$ cat config.mk
export PLATFORM = sky130hd
export DESIGN_NAME = maxnet_sequencer
export DESIGN_NICKNAME = d
export VERILOG_FILES = /design/src/rtl/maxnet_sequencer.sv
export SDC_FILE = /design/constraint.sdc
export NUM_CORES = 1
export LEC_CHECK = 0
export ABC_AREA = 1
export CAP_MARGIN = 20
export CORE_MARGIN = 1.5
export CORE_UTILIZATION = 42
export DETAILED_ROUTE_END_ITERATION = 10
export PLACE_DENSITY = 0.85
export SLEW_MARGIN = 30
export SYNTH_ARGS = -nofsm -noshare
export SYNTH_HDL_FRONTEND = slang
export SYNTH_SLANG_ARGS = --single-unit
$ cat constraint.sdc
create_clock -name clk -period 1.55 [get_ports clk]
set_input_delay 0.31 -clock clk [delete_from_list [all_inputs] [get_ports clk]]
set_output_delay 0.31 -clock clk [all_outputs]
set_load 0.01 [all_outputs]
$ cat src/rtl/maxnet_sequencer.sv
// Sequences five operand words into the Maxnet core, pulses start, waits for
// finish (or a timeout) and hands the captured winner downstream.
module maxnet_sequencer #(
  parameter int WIDTH   = 32,
  parameter int TIMEOUT = 1024
) (
  input  logic             clk,
  input  logic             rst,
  input  logic             in_valid,
  output logic             in_ready,
  input  logic [WIDTH-1:0] in_data,
  output logic [WIDTH-1:0] mx_epsilon,
  output logic [WIDTH-1:0] mx_a1,
  output logic [WIDTH-1:0] mx_a2,
  output logic [WIDTH-1:0] mx_a3,
  output logic [WIDTH-1:0] mx_a4,
  output logic             mx_start,
  input  logic             mx_finish,
  input  logic [WIDTH-1:0] mx_out,
  output logic             res_valid,
  input  logic             res_ready,
  output logic [WIDTH-1:0] res_data,
  output logic             res_timeout
);

  localparam int         NUM_OPS = 5;
  localparam logic [15:0] TO_LAST = 16'(TIMEOUT - 1);

  typedef enum logic [1:0] {LOAD, START, WAIT, RESULT} state_t;

  state_t                           state, state_nxt;
  logic [2:0]                       wcnt;
  logic [15:0]                      cyc;
  logic [NUM_OPS-1:0][WIDTH-1:0]    opnd;
  logic                             xfer, fin_hit, to_hit;

  assign mx_epsilon = opnd[0];
  assign mx_a1      = opnd[1];
  assign mx_a2      = opnd[2];
  assign mx_a3      = opnd[3];
  assign mx_a4      = opnd[4];

  assign in_ready  = (state == LOAD);
  assign mx_start  = (state == START);
  assign res_valid = (state == RESULT);
  assign xfer      = in_valid && in_ready;

  // The first WAIT cycle may still see finish left high by the previous run.
  assign fin_hit = (state == WAIT) && (cyc != 16'd0) && mx_finish;
  assign to_hit  = (state == WAIT) && (cyc == TO_LAST) && !fin_hit;

  always_comb begin
    state_nxt = state;
    case (state)
      LOAD:    if (xfer && wcnt == 3'd4) state_nxt = START;
      START:   state_nxt = WAIT;
      WAIT:    if (fin_hit || to_hit) state_nxt = RESULT;
      RESULT:  if (res_ready) state_nxt = LOAD;
      default: state_nxt = LOAD;
    endcase
  end

  always_ff @(posedge clk or negedge rst) begin
    if (!rst) state <= LOAD;
    else      state <= state_nxt;
  end

  always_ff @(posedge clk or negedge rst) begin
    if (!rst) begin
      wcnt <= '0;
      opnd <= '0;
    end else if (xfer) begin
      wcnt <= (wcnt == 3'd4) ? 3'd0 : wcnt + 3'd1;
      for (int k = 0; k < NUM_OPS; k++)
        if (wcnt == 3'(k)) opnd[k] <= in_data;
    end
  end

  always_ff @(posedge clk or negedge rst) begin
    if (!rst)                cyc <= '0;
    else if (state == START) cyc <= '0;
    else if (state == WAIT)  cyc <= cyc + 16'd1;
  end

  always_ff @(posedge clk or negedge rst) begin
    if (!rst) begin
      res_data    <= '0;
      res_timeout <= 1'b0;
    end else if (fin_hit) begin
      res_data    <= mx_out;
      res_timeout <= 1'b0;
    end else if (to_hit) begin
      res_data    <= '0;
      res_timeout <= 1'b1;
    end
  end

endmodule

==> impl_results.rst <==
.. list-table::
   :header-rows: 1

   * - Metric
     - Value
   * - Largest net degree at the start of global routing
     - 55
   * - Root Buffer
     - sky130_fd_sc_hd__clkbuf_16
   * - Summed area of non-filler cells in the final layout
     - about 0.014 mm^2
   * - Global-route total usage across every layer
     - between 20 and 25%
   * - Setup Crit Path Kind
     - flop to output port
   * - Sequential share of the synthesized area
     - around 64%
   * - Power Density
     - 1960 mW/mm^2
   * - Starting Density
     - 42.7%
   * - Antenna cell count
     - 0
   * - Max rail drop VDD
     - ~1300 uV
   * - Initial detailed-routing violation count
     - between 400 and 500
   * - Number of port buffers
     - 264
   * - Crit path time final
     - between 1.5 and 2 ns
   * - Leakage
     - 7.30 nW
   * - Area growth from synthesis to final layout
     - 73.8%
   * - Post-route worst setup slack
     - -0.114 ns
   * - Final clock period utilization by the worst path
     - 107%
   * - Most common cell on crit path
     - sky130_fd_sc_hd__buf_6
   * - Max Fanout on Critical Path
     - 2
   * - Avg Synthesized Cell Area
     - 9.64 um^2
   * - Net Sw Power
     - 10.8 mW
   * - Internal power
     - between 15 and 20 mW
   * - DPL Wire Length
     - roughly 16 mm
   * - Hold WC Path Type
     - input pin to flop
   * - Number of synthesized register bits
     - between 200 and 250
   * - Maximum frequency from static timing analysis
     - roughly 0.60 GHz
   * - Vias in the first global route
     - approximately 7500
   * - Unrepaired setup endpoints after global routing
     - yes
   * - Critical Path End Type
     - output port
   * - Max Buffers Root-to-Sink
     - 3
   * - Max Cap Violations
     - 0
   * - Net count of the mapped netlist
     - between 900 and 1000
   * - Most common flop cell mapped by yosys
     - sky130_fd_sc_hd__dfrtp_1
   * - Critical path startpoint category
     - flop
   * - WL per Instance
     - roughly 22 um
   * - Final nets
     - 1300
   * - Antenna violations before repair
     - 0
   * - Max stage delay cell, worst path
     - sky130_fd_sc_hd__dfrtp_1
   * - Critical path required time
     - about 1.2 ns
   * - Via count
     - approximately 8000
   * - Post-route DRC violation count
     - 0
   * - Overall routed net length
     - about 33 mm
   * - Critical path's largest stage delay
     - 0.40 ns
   * - Final Hold Fails
     - 0
   * - Insertion delay to the later sink of the worst-skew pair
     - between 0.5 and 0.6 ns
   * - Post-DR vias/cell
     - between 5 and 6
   * - CTS tree
     - done
   * - Count of yosys warnings during synthesis
     - 0
   * - Post-placement cell area
     - 0.0116 mm^2
   * - Cells along the critical path
     - inv_2, buf_6, ha_4, buf_6
   * - Actual transition at the worst max-transition pin
     - 0.421 ns
   * - Final core utilization
     - roughly three quarters
   * - Count of buffer and inverter cells on the critical path
     - 3
   * - Fraction of synthesis flops using an asynchronous set or reset pin
     - 100%
   * - Placer congestion estimate
     - roughly 0.83
   * - Worst clock skew
     - 0.0177 ns
   * - Switching Fraction
     - around two fifths
   * - Family of cells with the greatest summed delay on the critical path
     - flip-flops
   * - Vert. Die Dim
     - around 140 um
   * - Remaining antenna violation count
     - 0
   * - Number of filler cells placed in the layout
     - 1220
   * - Top-level I/O count
     - about 270
   * - Row count
     - slightly above 50
   * - Combinational group share of total power
     - between 40 and 50%
   * - Post-Synthesis Cell Area
     - between 0.008 and 0.009 mm^2
   * - Worst slew margin relative to its limit
     - a little under three quarters
   * - Clock Sink Count
     - around 210
   * - Wire length of the first global-routing pass
     - just under 40 mm
   * - Number of failing setup endpoints in the final timing report
     - between 100 and 150
   * - Clk network pwr share
     - between 15 and 20%
   * - Number of enable flip-flop cells after synthesis
     - 0
   * - First-pass iteration count of the detailed router
     - 5
   * - Fraction of final layout cells with drive strength greater than 1
     - 32.8%
   * - H-Tree Level Count
     - 1
   * - Total clock buffers created by CTS
     - 22
   * - Placeable Area
     - 0.0195 mm^2
   * - Result of the run
     - complete, but fails checks
   * - Post-CTS clock slew at the launch and capture registers of the worst setup and hold paths
     - roughly 0.060 ns
   * - Horizontal die dimension
     - 144 um
   * - Failing checks
     - negative setup slack
   * - Post-synth cell types
     - 25
   * - Die Footprint
     - between 0.02 and 0.025 mm^2
   * - Share of power burned in registers
     - a little over a third
   * - Cell count after synthesis
     - 863
   * - Worst endpoint data arrival time
     - between 1 and 1.5 ns
   * - Remaining Overflow, GRT
     - 0
   * - Pins over their slew limit
     - 0
==> sequential cells by signal, summed over array words and instances (netlist names) <==
register and flops:
mx_a1 32, wcnt 3, mx_a2 32, mx_a3 32, cyc 16, mx_epsilon 32
state 2, res_data 32, res_timeout 1, mx_a4 32
==> metrics by stage <==
step	total power [mW]	hold slack, ns	setup TNS (ns)	cells	setup WS (ns)
floorplan	13.7	0.0144	-1.99	863	-0.0331
global placement	20.1	0.285	-15.98	1393	-0.160
detailed placement	20.5	0.287	-21.16	1393	-0.192
CTS	25.0	0.322	-1.18	1448	-0.185
global route	29.7	0.358	-17.75	1498	-0.210
finish	28.3	0.354	-5.97	1498	-0.114
==> path summary, 6_finish.rpt <==
check	cells past startpoint	end	from	slack (ns)
worst max-delay path	4	mx_start	state[1]	-0.11
worst min-delay path	3	res_data[28]	mx_out[28]	0.35
worst max register to register	11	res_data[1]	state[0]	-0.11
worst min register to register	2	mx_a2[4]	mx_a2[4]	0.49
max in group asynchronous	3	mx_a3[0]	rst	0.63
min in group asynchronous	2	res_timeout	rst	0.37
==> per-layer routing <==
layer | part of all wire (%) | vias to the layer above | track usage (%)
met5 | 0 | - | 0
met3 | 9.0 | 114 | 7.80
met4 | 4.6 | 0 | 7.95
met2 | 50 | 398 | 42.1
met1 | 36 | 3980 | 28.1
li1 | - | 3519 | -
==> cell type report <==
type	count	area (um^2)	share of cell area, %
multi-input combinational	544	3610	25.0
timing repair buffer	375	4150	28.7
clock buffer	29	637	4.41
sequential	214	5360	37.1
inverter	63	264	1.83
tap	265	332	2.29
clock inverter	8	101	0.701
==> repair_timing <==
action / in CTS / in global routing
cloned: 5 / 33
hold buffers: 1 / 0
pin swaps: 12 / 47
setup endpoints to repair: 400 / 184
buffers inserted: 14 / 21
resized for setup: 267 / 420
hold endpoints to repair: 36 / 0
==> synth_stat cells (4+ instances only) <==
master | n | area [um^2]
sky130_fd_sc_hd__inv_1 | 61 | 229
sky130_fd_sc_hd__buf_2 | 16 | 80.1
sky130_fd_sc_hd__nand2_2 | 4 | 25.0
sky130_fd_sc_hd__a21oi_1 | 43 | 215
sky130_fd_sc_hd__nand2_1 | 228 | 856
sky130_fd_sc_hd__nand3_1 | 44 | 220
sky130_fd_sc_hd__o21ai_0 | 140 | 701
sky130_fd_sc_hd__ha_1 | 11 | 138
sky130_fd_sc_hd__nor2_1 | 57 | 214
sky130_fd_sc_hd__nand3_2 | 5 | 50.1
sky130_fd_sc_hd__dfrtp_1 | 214 | 5360
sky130_fd_sc_hd__clkbuf_1 | 22 | 82.6
==> cells in the final DEF, fill, tap and decap left out, types with 13 or more instances in the layout <==
cell type / synthesis / final
sky130_fd_sc_hd__dfrtp_1: 214 / 213
sky130_fd_sc_hd__dlygate4sd2_1: 0 / 176
sky130_fd_sc_hd__nand2_1: 228 / 97
sky130_fd_sc_hd__nand2_2: 4 / 86
sky130_fd_sc_hd__clkdlybuf4s50_1: 0 / 67
sky130_fd_sc_hd__o21ai_1: 0 / 57
sky130_fd_sc_hd__inv_1: 61 / 54
sky130_fd_sc_hd__nand2_4: 0 / 46
sky130_fd_sc_hd__clkbuf_16: 0 / 46
sky130_fd_sc_hd__o21ai_0: 140 / 43
sky130_fd_sc_hd__o21ai_2: 0 / 40
sky130_fd_sc_hd__nor2_1: 57 / 36
sky130_fd_sc_hd__a21oi_1: 43 / 35
sky130_fd_sc_hd__buf_4: 1 / 35
sky130_fd_sc_hd__nand3_1: 44 / 27
sky130_fd_sc_hd__buf_6: 1 / 22
sky130_fd_sc_hd__buf_12: 0 / 21
sky130_fd_sc_hd__nand3_2: 5 / 17
sky130_fd_sc_hd__clkdlybuf4s15_1: 0 / 13
==> power groups by stage <==
stage / registers, mW / clock network (mW) / logic [mW]
floorplan: 10.6 / 0 / 3.09
global placement: 9.48 / 0 / 10.6
detailed placement: 9.57 / 0 / 11.0
CTS: 9.49 / 5.46 / 10.0
global route: 10.2 / 5.74 / 13.7
finish: 10.0 / 5.44 / 12.8
==> worst register-to-register path: cells and delay by family (launching register included) <==
kind | cells | cell delay, ns
simple gates | 4 | 0.33
flops | 1 | 0.38
fa+ha+maj | 1 | 0.16
buf+inv | 6 | 0.69
==> kinds of logic after synthesis <==
group           Yosys count  share of synthesized area, %
compound gates          186                          11.3
fa+ha+maj                11                          1.65
buf+inv                 105                          5.36
flops                   214                          64.4
mux                       1                         0.120
simple gates            346                          17.2
No activity file was read; power rests on OpenSTA's default activity.
